$ cat src/rtl/reg_file_param.sv
// Parametrised register file: one synchronous write port, two combinational read ports,
// and a sequential clear sweep with BUSY stall and WRITE_DROP reporting. Define REG_FILE_FWD_EN for write-to-read forwarding.
module reg_file_param #(
    parameter int DATA_W = 8,
    parameter int ADDR_W = 3,
    parameter int RD_DLY = 2,
    parameter int WR_DLY = 1
) (
    input  logic              CLK,
    input  logic              RESET,
    input  logic [DATA_W-1:0] IN,
    input  logic [ADDR_W-1:0] INADDRESS,
    input  logic              WRITE,
    input  logic [ADDR_W-1:0] OUT1ADDRESS,
    input  logic [ADDR_W-1:0] OUT2ADDRESS,
    output logic [DATA_W-1:0] OUT1,
    output logic [DATA_W-1:0] OUT2,
    input  logic              CLEAR,
    output logic              BUSY,
    output logic              WRITE_DROP
);

    localparam int DEPTH = 1 << ADDR_W;
    localparam logic [ADDR_W:0] LAST_CNT = (ADDR_W+1)'(DEPTH-1);

    typedef enum logic [0:0] {
        IDLE  = 1'b0,
        SWEEP = 1'b1
    } state_t;

    // RD_DLY/WR_DLY describe event-driven timing only; this implementation is zero-delay.
    if (RD_DLY < 0 || WR_DLY < 0) begin : g_neg_dly_unsupported
    end

    state_t            state_q, state_d;
    logic [ADDR_W:0]   cnt_q, cnt_d;
    logic              drop_q, drop_d;
    logic              wr_en_s;
    logic              clr_en_s;
    logic [DATA_W-1:0] mem_q [DEPTH];

    // Next-state logic for the sweep FSM, counter and write-drop flag.
    always_comb begin
        state_d  = state_q;
        cnt_d    = cnt_q;
        drop_d   = 1'b0;
        wr_en_s  = 1'b0;
        clr_en_s = 1'b0;
        case (state_q)
            IDLE: begin
                if (CLEAR) begin
                    state_d = SWEEP;
                    cnt_d   = {(ADDR_W+1){1'b0}};
                    drop_d  = WRITE;
                end else begin
                    wr_en_s = WRITE;
                end
            end
            SWEEP: begin
                clr_en_s = 1'b1;
                cnt_d    = cnt_q + {{ADDR_W{1'b0}}, 1'b1};
                drop_d   = WRITE;
                if (cnt_q == LAST_CNT) begin
                    state_d = IDLE;
                end else begin
                    state_d = SWEEP;
                end
            end
            default: begin
                state_d = IDLE;
            end
        endcase
    end

    // FSM state, sweep counter and write-drop flag registers.
    always_ff @(posedge CLK or negedge RESET) begin
        if (!RESET) begin
            state_q <= IDLE;
            cnt_q   <= {(ADDR_W+1){1'b0}};
            drop_q  <= 1'b0;
        end else begin
            state_q <= state_d;
            cnt_q   <= cnt_d;
            drop_q  <= drop_d;
        end
    end

    // Register array: accepted writes in IDLE, one ascending clear per cycle in SWEEP.
    always_ff @(posedge CLK or negedge RESET) begin
        if (!RESET) begin
            for (int i = 0; i < DEPTH; i++) begin
                mem_q[i] <= {DATA_W{1'b0}};
            end
        end else if (wr_en_s) begin
            mem_q[INADDRESS] <= IN;
        end else if (clr_en_s) begin
            mem_q[cnt_q[ADDR_W-1:0]] <= {DATA_W{1'b0}};
        end else begin
            mem_q[0] <= mem_q[0];
        end
    end

    // Asynchronous read ports; forwarding only ever shows a write that will be accepted.
    always_comb begin
        OUT1 = mem_q[OUT1ADDRESS];
        OUT2 = mem_q[OUT2ADDRESS];
`ifdef REG_FILE_FWD_EN
        if (wr_en_s && (OUT1ADDRESS == INADDRESS)) begin
            OUT1 = IN;
        end else begin
            OUT1 = mem_q[OUT1ADDRESS];
        end
        if (wr_en_s && (OUT2ADDRESS == INADDRESS)) begin
            OUT2 = IN;
        end else begin
            OUT2 = mem_q[OUT2ADDRESS];
        end
`endif
    end

    assign BUSY       = (state_q == SWEEP);
    assign WRITE_DROP = drop_q;

endmodule
$ cat config.mk
export PLATFORM = sky130hd
export DESIGN_NAME = reg_file_param
export DESIGN_NICKNAME = d
export VERILOG_FILES = /design/src/rtl/reg_file_param.sv
export SDC_FILE = /design/constraint.sdc
export NUM_CORES = 1
export LEC_CHECK = 0
export CAP_MARGIN = 20
export CORE_ASPECT_RATIO = 0.9
export CORE_MARGIN = 8
export CORE_UTILIZATION = 52
export DETAILED_ROUTE_END_ITERATION = 12
export PLACE_DENSITY_LB_ADDON = 0.3
export SLEW_MARGIN = 30
export SYNTH_ARGS = -nofsm -noshare
export SYNTH_HDL_FRONTEND = slang
export SYNTH_SLANG_ARGS = --single-unit
$ cat constraint.sdc
create_clock -name CLK -period 1.6 [get_ports CLK]
set_input_delay 0.16 -clock CLK [delete_from_list [all_inputs] [get_ports CLK]]
set_output_delay 0.16 -clock CLK [all_outputs]
set_load 0.01 [all_outputs]
==> results of run 1 <==
[layer usage]
metal	up-vias	part of all wire	wire length [um]
met2	153	0.47	5400
li1	1350	-	-
met3	31	0.091	1040
met5	-	0	0
met1	1579	0.41	4690
met4	0	0.023	264
[registers in the layout, indices dropped and copies added (netlist names)]
| name | cells |
|---|---|
| mem_q | 64 |
| cnt_q | 4 |
| BUSY | 1 |
| WRITE_DROP | 1 |
[Yosys cell counts, types with 3 or more instances]
master,instances,share of area
dfrtp_1,70,0.43
nand2_1,70,0.064
mux2i_1,64,0.16
mux4_1,29,0.19
mux2_2,17,0.047
inv_1,9,0.0083
clkbuf_1,8,0.0074
buf_1,4,0.0037
buf_2,4,0.0049
mux4_2,3,0.017
nand4b_1,3,0.0064
nand4bb_1,3,0.0083
nor2b_1,3,0.0046
[worst paths after layout]
kind	depth (start not counted)	to	slack [ns]	startpoint
setup / recovery	3	OUT1[6]	-0.21	mem_q[62]
hold / removal	3	mem_q[12]	0.36	RESET
setup reg to reg	4	mem_q[63]	0.17	BUSY
hold reg to reg	2	mem_q[22]	0.55	mem_q[22]
max in group asynchronous	3	mem_q[14]	0.93	RESET
min in group CLK	2	WRITE_DROP	0.46	WRITE
[cell type report]
cell class	count	area, sq um	share of cell area
clock buffers	13	169	0.0315
clock inverters	3	65.1	0.0121
inverters	9	33.8	0.00631
multi-input cells	213	2110	0.394
flip-flops and latches	70	1750	0.327
well taps	96	120	0.0224
repair buffers	116	1110	0.207
[report_power, final]
part	total, uW	switching (uW)	internal, uW	leakage (uW)
clock	1660	652	1000	0.000120
sequential	2760	449	2310	0.000948
combinational	3100	1350	1750	0.00175
[stage by stage]
| step | setup WS, ns | setup TNS, ns |
|---|---|---|
| finish | -0.210 | -3.11 |
| global route | -0.257 | -3.85 |
| CTS | -0.220 | -3.20 |
| detailed placement | -0.793 | -13.96 |
| global placement | -0.779 | -12.40 |
| floorplan | 0.124 | 0 |
[placed cells by master (no fill, tap or decap), types with 3 or more instances in the layout]
| cell type | instances |
|---|---|
| clkbuf_8 | 12 |
| nand4bb_1 | 3 |
| mux2_2 | 3 |
| mux4_2 | 32 |
| buf_12 | 9 |
| inv_1 | 9 |
| mux2_4 | 14 |
| dfrtp_1 | 70 |
| buf_2 | 3 |
| mux2i_1 | 64 |
| nor2b_1 | 3 |
| nand4b_1 | 3 |
| nand2_1 | 70 |
| clkdlybuf4s50_1 | 19 |
| buf_6 | 15 |
| buf_4 | 67 |
[critical path: stages (launching register included)]
cell and delay [ns]:
dfrtp_1 0.41, mux4_2 0.47, mux2_2 0.28, buf_2 0.15
[cell families after synthesis]
logic type / synth area share
AOI/OAI and AO/OA: 0.00675
xor gates and xnor gates: 0.00430
adders and majority gates: 0.00307
buffers and inverters: 0.0396
DFF: 0.430
muxes: 0.407
and+or+nand+nor: 0.109
[repair_timing]
item                                    4_1_cts  5_1_grt
buffers inserted                             21        6
hold buffers                                  1        0
cloned                                        1        0
endpoints found under the hold margin        70        0
endpoints found under the setup margin       16       16
gates resized for setup                     123        4
==> metrics.md, run 1 <==
| Metric | Value |
|---|---|
| GR Util met1 | 0.296 |
| Static Leak | roughly 0.0028 uW |
| Largest net degree at the start of global routing | between 70 and 80 |
| Fin worst setup slack | -0.210 ns |
| DRT Pass-1 Iters | 4 |
| Synthesized cell area | a little over 4000 sq um |
| Synthesized area per cell | about 13 sq um |
| Max transition margin | 0.731 |
| Worst-path fanout max | 3 |
| Clk buf depth | 2 |
| Least-Margin Pin Slew | 0.398 ns |
| Crit path time final | about 1.8 ns |
| Worst setup EP type | output port |
| Synth Net Count | about 330 |
| Synth cell types | 31 |
| Die H | around 100 um |
| Pwr dens | ~1400 nW/um^2 |
| Final clock skew | between 0.006 and 0.007 ns |
| CTS Buf Count | 9 |
| WP data arrival | around 1.7 ns |
| Post-Layout Cell Count | 520 |
| Wire per inst | 21.9 um |
| Overall routing resource usage | 0.220 |
| First-pass GRT wire length | about 18000 um |
| Core ar. | about 7600 sq um |
| Top-level I/O count | 39 |
| CTS H-Tree Depth | 3 |
| Final Util | 0.706 |
| Initial antenna violation count | 0 |
| Die ar. | between 10000 and 15000 sq um |
| FILL cells | around 530 |
| Kind of path behind the tightest hold check | in -> async |
| RSZ-0062 raised after global routing | yes |
| HPWL Detailed | 7320 um |
| Violated checks | negative setup slack |
| Met2 global-route usage | 0.338 |
| DRT iter0 DRCs | between 200 and 250 |
| Max Slew Vio Count | 0 |
| CTS tree | built |
| Row Count | 30 |
| Initial Utilization | 0.538 |
| Met3 usage | 0.0506 |
| Ys Warns | 0 |
| Mapped Cells | around 310 |
| Finished Cell Area | around 5400 sq um |
| Status | complete, but fails checks |
| Area post-placement | about 4900 sq um |
| Final GP Congestion | between 0.7 and 0.8 |
| Root buffer cell | clkbuf_8 |
| Startpoint Class | flip-flop |
| Routed wire length | around 11000 um |
| Ys flop type | dfrtp_1 |
| Diode count | 0 |
| Via count | 3113 |
| Nets@finish | 441 |
| Hold Vio Cnt, Final | 0 |
| Global route overflow | 0 |
| Hold slack | around 0.36 ns |
| Pwr Total | approximately 7500 uW |
| Clock transition at path regs | ~0.07 ns |
| Fraction of registers with async set/reset | 1.00 |
| Setup violators final | 16 |
| CP required | 1.44 ns |
| Clock Sinks | 70 |
| Layer with the highest usage | met2 |
| F_max | about 550 MHz |
| Dpl cells | between 400 and 500 |
| Post-synthesis register bit count | 70 |
| Worst IR Drop VDD | 1080 uV |
| Crit share post-route | 1.13 |
| Area grow syn2layout | 31.4% |
| Layout cells sized above 1 | 0.382 |
| Crit Path Category | reg -> out |
| Max cap viols | 0 |
| Insertion delay to the later sink of the worst-skew pair | about 0.34 ns |
| DRC | 0 |
| Die Width | ~110 um |
| DR vias/cell | 5.99 |
| PortBufs | 38 |
| Seq/Total Area, Yosys | 0.430 |
| Vias in the first global route | approximately 3.3k |
| Number of flops mapped to enable cells by yosys | 0 |
| Post-route ant nets | 0 |
Note: power is estimated with default switching activity, not from simulation.
==> run 2: changes to the inputs <==
PLACE_DENSITY = 0.79   (was default)
PLACE_DENSITY_LB_ADDON = default   (was 0.3)
SETUP_SLACK_MARGIN = 0.3   (was default)
==> run 2 against run 1 <==
The run still ends with negative setup slack left; fmax fell by 3.0%; hold slack got worse by 0.23 ns; final area rose by 6.5%; critical path depth did not move; combinational power rose by 17%; first-iteration DRC count fell by 17%; final cell count rose by 0.58%; utilization rose by 4.6 points; count of clock-buffer cells in the layout fell by 3; register-to-register slack barely moved; largest power group unchanged; highest routed layer unchanged.
==> metrics.md, run 2 (synthesized netlist as in run 1, its figures left out) <==
| Metric | Value |
|---|---|
| Layout cells sized above 1 | 0.454 (+0.0723) |
| Row Count | 30 (unchanged) |
| CTS H-Tree Depth | 3 (unchanged) |
| Core ar. | 7580 sq um (unchanged) |
| Worst setup EP type | output port |
| Hold slack | 0.132 ns (-0.232 ns) |
| Clk buf depth | 2 (unchanged) |
| Largest reg by FF count | mem_q |
| Die H | 100 um (unchanged) |
| Seq. cell area | 1750 sq um (unchanged) |
| Vias in the first global route | 3348 (+0.90%) |
| Kind of path behind the tightest hold check | in -> reg |
| CP required | 1.44 ns (about the same) |
| Diode count | 0 (unchanged) |
| Wire per inst | 22.9 um (+4.4%) |
| Max incr delay on CP | 0.51 ns (+0.04 ns) |
| Critical path cell sequence | mux4_2, mux2_4, buf_6 |
| Max cap viols | 0 (unchanged) |
| Violated checks | negative setup slack |
| Status | complete, but fails checks |
| Top-level I/O count | 39 (unchanged) |
| Global route overflow | 0 (unchanged) |
| Commonest cells after routing, fill and taps aside | dfrtp_1 (70), mux2i_1 (61), buf_4 (57) |
| DRC | 0 (unchanged) |
| Worst IR Drop VDD | 1210 uV (+13%) |
| PortBufs | 38 (unchanged) |
| Nets@finish | 444 (+0.68%) |
| Commonest non-fill, non-tap cell in the layout | dfrtp_1 |
| RSZ-0062 raised after global routing | yes |
| CTS tree | built |
| Critical-path top delay cell | mux4_2 |
| Startpoint Class | flip-flop |
| Clock transition at path regs | 0.08 ns (about the same) |
| Crit Path Category | reg -> out |
| Register-to-Register Setup Slack | 0.16 ns (about the same) |
| Die Width | 109 um (unchanged) |
| Place WS | -0.797 ns (-0.00405 ns) |
| Via count | 3124 (+0.35%) |
| Largest register FFs | 64 (unchanged) |
| F_max | 536 MHz (-3.0%) |
| Crit share post-route | 1.17 (+0.0352) |
| CTS Buf Count | 9 (unchanged) |
| HPWL Detailed | 7060 um (-3.5%) |
| Static Leak | 0.00302 uW (+6.9%) |
| Least-Margin Pin Slew | 0.409 ns (+0.0111 ns) |
| Insertion delay to the later sink of the worst-skew pair | 0.36 ns (+0.02 ns) |
| First-pass GRT wire length | 18200 um (+0.38%) |
| DRT iter0 DRCs | 190 (-17%) |
| Root buffer cell | clkbuf_8 |
| Routed wire length | 12000 um (+5.0%) |
| Fin worst setup slack | -0.267 ns (-0.0564 ns) |
| WP data arrival | 1.71 ns (+0.06 ns) |
| Initial Utilization | 0.538 (unchanged) |
| Reg2Reg Depth | 5 (+1) |
| Hold Vio Cnt, Final | 0 (unchanged) |
| Initial antenna violation count | 0 (unchanged) |
| FILL cells | 473 (-11%) |
| Final GP Congestion | 0.746 (-3.6%) |
| Final clock skew | 0.00451 ns (-0.00246 ns) |
| Area grow syn2layout | 39.9% |
| Max Slew Vio Count | 0 (unchanged) |
| Overall routing resource usage | 0.222 (+0.00274) |
| Max transition margin | 0.727 (-0.00382) |
| Area occupied by multi-input gates | 2310 sq um (+9.7%) |
| DRT Pass-1 Iters | 4 (unchanged) |
| Worst-path fanout max | 3 (unchanged) |
| Worst Hold Depth | 2 |
| Crit path time final | 1.87 ns (+0.0564 ns) |
| Setup violators final | 16 (unchanged) |
| Post-route ant nets | 0 (unchanged) |
| Largest net degree at the start of global routing | 34 (-52%) |
| Clock Sinks | 70 (unchanged) |
| Biggest regs | mem_q (64), cnt_q (4) |
| Pwr dens | 1440 nW/um^2 (+2.3%) |
| Die ar. | 10900 sq um (unchanged) |
| DR vias/cell | 5.97 (-0.22%) |
-- run 2: cell types whose count changed in the layout (fill, tap and decap cells not counted), moves of 4 or more --
cell	before	now
buf_4	67	57
buf_6	15	25
clkdlybuf4s50_1	19	13
nand2_1	70	53
nand2_2	2	6
nand2_4	0	11
-- run 2: final cells by class --
class	instances	area share
clock inverters	6	0.0191
inverters	9	0.00592
clock buffers	10	0.0241
repair buffers	119	0.217
well taps	96	0.0211
flip-flops and latches	70	0.307
multi-input cells	213	0.406
-- run 2: worst paths after layout --
path / to / from
min in group asynchronous: mem_q[24] / RESET
setup / recovery: OUT1[2] / mem_q[10]
hold reg to reg: mem_q[22] / mem_q[22]
max in group asynchronous: mem_q[18] / RESET
hold / removal: WRITE_DROP / WRITE
setup reg to reg: mem_q[56] / BUSY
-- run 2: timing repair --
item,4_1_cts,5_1_grt
gates resized for setup,140,30
cloned,2,0
pin swaps,6,6
hold buffers,1,0
endpoints found under the setup margin,82,78
buffers inserted,19,10
endpoints found under the hold margin,13,0
-- run 2: where the power goes --
part           total (uW)  internal [uW]  switching, uW
registers            2770           2310            461
logic                3630           2080           1550
clock network        1790           1080            714
total                8190           5460           2730
-- run 2: metal layers --
layer / global-route usage / part of all wire / up-vias
li1: - / - / 1360
met1: 0.257 / 0.36 / 1563
met2: 0.363 / 0.50 / 164
met3: 0.0730 / 0.10 / 37
met4: 0.105 / 0.034 / 0
met5: 0 / 0 / -
-- run 2: per-stage QoR --
step	TNS [ns]	area, sq um	instances	utilization	total power [uW]
floorplan	0	4180	312	-	4370
global placement	-13.93	5000	475	0.659	5460
detailed placement	-15.77	5000	475	0.659	5630
CTS	-3.31	5500	513	0.725	7830
global route	-4.04	5700	523	0.752	8550
finish	-3.39	5700	523	0.752	8190
-- run 2: critical path: cells and delay by family, from the launching register on --
kind / cells / cell delay [ns]
muxes: 2 / 0.79
buffers and inverters: 1 / 0.12
DFF: 1 / 0.44
==> run 3: changes to the inputs <==
CORE_UTILIZATION = 54   (was 52)
CTS_BUF_LIST = sky130_fd_sc_hd__clkbuf_4   (was default)
GPL_ROUTABILITY_DRIVEN = 0   (was default)
PLACE_DENSITY = 0.82   (was 0.79)
==> run 3 against run 2 <==
The run still ends with negative setup slack left; highest routed layer unchanged; global-route usage is 2.7 points higher; combinational power is 16% higher; largest power group unchanged; first-iteration DRC count is 100% higher; register-to-register slack worse by 0.02 ns; final cell count is 0.57% lower; largest cell class unchanged; critical path type unchanged; sequential share of layout area is 0.21 points lower.
==> metrics.md, run 3 (synthesized netlist as in run 1, its figures left out) <==
| Metric | Value |
|---|---|
| Status | complete, but fails checks |
| Violated checks | negative setup slack |
| Commonest cells after routing, fill and taps aside | dfrtp_1 (69), mux2i_1 (62), nand2_2 (52) |
| Largest register FFs | 64 (unchanged) |
| Final Util | 0.773 (+0.0209) |
| Nets@finish | 441 (-0.68%) |
| Top-level I/O count | 39 (unchanged) |
| Pwr dens | 1460 nW/um^2 (+1.8%) |
| Largest reg by FF count | mem_q |
| CTS Buf Count | 9 (unchanged) |
| Critical-path top delay cell | mux4_2 |
| Commonest non-fill, non-tap cell in the layout | dfrtp_1 |
| Post-route ant nets | 0 (unchanged) |
| HPWL Detailed | 7210 um (+2.2%) |
| Max incr delay on CP | 0.57 ns (+0.06 ns) |
| CTS tree | built |
| Area grow syn2layout | 40.9% |
| Crit share post-route | 1.28 (+0.113) |
| Place WS | -0.796 ns (+0.00115 ns) |
| Diode count | 0 (unchanged) |
| PortBufs | 38 (unchanged) |
| FF-to-FF End | mem_q[57] |
| Initial Utilization | 0.549 (+0.0109) |
| Startpoint Class | flip-flop |
| Layer with the highest usage | met2 |
| Max transition margin | 0.746 (+0.0181) |
| Max cap viols | 0 (unchanged) |
| F_max | 488 MHz (-8.8%) |
| DRT Pass-1 Iters | 5 (+1) |
| Reg2reg start | BUSY |
| Vias in the first global route | 3586 (+7.1%) |
| Row Count | 30 (unchanged) |
| GR Util met1 | 0.297 (+0.0399) |
| Fin worst setup slack | -0.447 ns (-0.181 ns) |
| Clock Sinks | 70 (unchanged) |
| Initial antenna violation count | 0 (unchanged) |
| Clock transition at path regs | 0.13 ns (+0.05 ns) |
| RSZ-0062 raised after global routing | yes |
| Routed wire length | 14300 um (+20%) |
| Met2 global-route usage | 0.410 (+0.0463) |
| Biggest regs | mem_q (64), cnt_q (4) |
| Least-Margin Pin Slew | 0.380 ns (-0.0285 ns) |
| Final clock skew | 0.0214 ns (+0.0169 ns) |
| WP data arrival | 1.89 ns (+0.18 ns) |
| CP required | 1.44 ns (about the same) |
| DRC | 0 (unchanged) |
| DR vias/cell | 6.70 (+12%) |
| Worst setup EP type | output port |
| Largest net degree at the start of global routing | 64 (+88%) |
| Worst IR Drop VDD | 1110 uV (-8.3%) |
| First-pass GRT wire length | 19900 um (+9.6%) |
| Wire per inst | 27.6 um (+21%) |
| CTS H-Tree Depth | 3 (unchanged) |
| Reg2Reg Depth | 5 (unchanged) |
| Setup violators final | 16 (unchanged) |
| Max Slew Vio Count | 0 (unchanged) |
| Worst-path fanout max | 3 (unchanged) |
| Clk buf depth | 2 (unchanged) |
| Met3 usage | 0.0574 (-0.0156) |
| Overall routing resource usage | 0.249 (+0.0266) |
| Die ar. | 10600 sq um (-3.1%) |
| Register-to-Register Setup Slack | 0.14 ns (-0.02 ns) |
| DRT iter0 DRCs | 386 (+100%) |
| Core ar. | 7430 sq um (-2.0%) |
| Die Width | 108 um (-1.6%) |
| Global route overflow | 0 (unchanged) |
| Insertion delay to the later sink of the worst-skew pair | 0.44 ns (+0.08 ns) |
| Hold Vio Cnt, Final | 0 (unchanged) |
| Critical path cell sequence | mux4_2, mux2_4, buf_6 |
| Via count | 3482 (+11%) |
| Die H | 98.4 um (-1.6%) |
| Crit Path Category | reg -> out |
| Static Leak | 0.00296 uW (-1.9%) |
| Kind of path behind the tightest hold check | in -> async |
| Root buffer cell | clkbuf_4 |
| Layout cells sized above 1 | 0.554 (+0.0999) |
| Crit path time final | 2.05 ns (+0.181 ns) |
## run 3: cell count changes in the layout (fill, tap and decap cells not counted), moves of 2 or more
| cell | delta |
|---|---|
| nand2_8 | -2 |
| buf_4 | -11 |
| buf_6 | +7 |
| nand2_4 | +3 |
| clkinv_1 | +2 |
| o21ai_0 | -2 |
| clkdlybuf4s15_2 | -2 |
| clkbuf_4 | +9 |
| o21ai_1 | +2 |
| clkdlybuf4s50_1 | +3 |
| dlymetal6s2s_1 | -2 |
| clkbuf_8 | -10 |
| nand2_1 | -47 |
| nand2_2 | +46 |
## run 3: repair_timing
action | CTS | global route
gates resized for setup | 165 | 52
pin swaps | 34 | 25
setup endpoints to repair | 52 | 85
cloned | 3 | 0
endpoints found under the hold margin | 70 | 0
hold buffers | 1 | 0
buffers inserted | 17 | 10
## run 3: final cells by class
type / count / area (sq um)
multi-input combinational: 213 / 2410
sequential: 70 / 1750
fill: 411 / 1690
timing repair buffer: 116 / 1270
tap: 96 / 120
clock inverter: 7 / 88.8
clock buffer: 9 / 67.6
inverter: 9 / 33.8
## run 3: layer usage
metal,share of wire,vias up
met5,0,-
met4,0.051,0
met3,0.10,80
met2,0.49,293
met1,0.35,1750
li1,-,1359
## run 3: power breakdown
part | leakage [uW] | switching, uW | internal (uW) | total (uW)
sequential | 0.000946 | 567 | 2310 | 2870
combinational | 0.00193 | 1880 | 2340 | 4220
clock | 0.0000810 | 685 | 623 | 1310
total | 0.00296 | 3130 | 5270 | 8400
## run 3: metrics by stage
stage	total power, uW	cells	TNS [ns]	hold WS (ns)	cell area, sq um
after floorplan	4370	312	0	-0.136	4180
after global placement	5450	473	-16.01	0.0244	4970
after detailed placement	5620	473	-17.83	0.0260	4970
after CTS	7700	510	-5.17	0.120	5510
after global routing	8700	520	-6.06	0.117	5750
final	8400	520	-5.76	0.109	5750
## run 3: how the worst max path moves through the flow
| stage | from | end | slack [ns] | cells past startpoint |
|---|---|---|---|---|
| after global routing | mem_q[2] | OUT1[2] | -0.45 | 3 |
| after CTS | mem_q[21] | OUT2[5] | -0.41 | 4 |
| after global placement | OUT1ADDRESS[0] | OUT1[3] | -0.75 | 5 |
| after floorplan | cnt_q[1] | mem_q[56] | 0.19 | 5 |
| final | mem_q[2] | OUT1[2] | -0.45 | 3 |
| after detailed placement | OUT1ADDRESS[0] | OUT1[3] | -0.80 | 5 |
## run 3: critical path, delay by kind of cell, from the launching register on
| kind | cells | cell delay, ns |
|---|---|---|
| buffers and inverters | 1 | 0.12 |
| DFF | 1 | 0.46 |
| muxes | 2 | 0.86 |
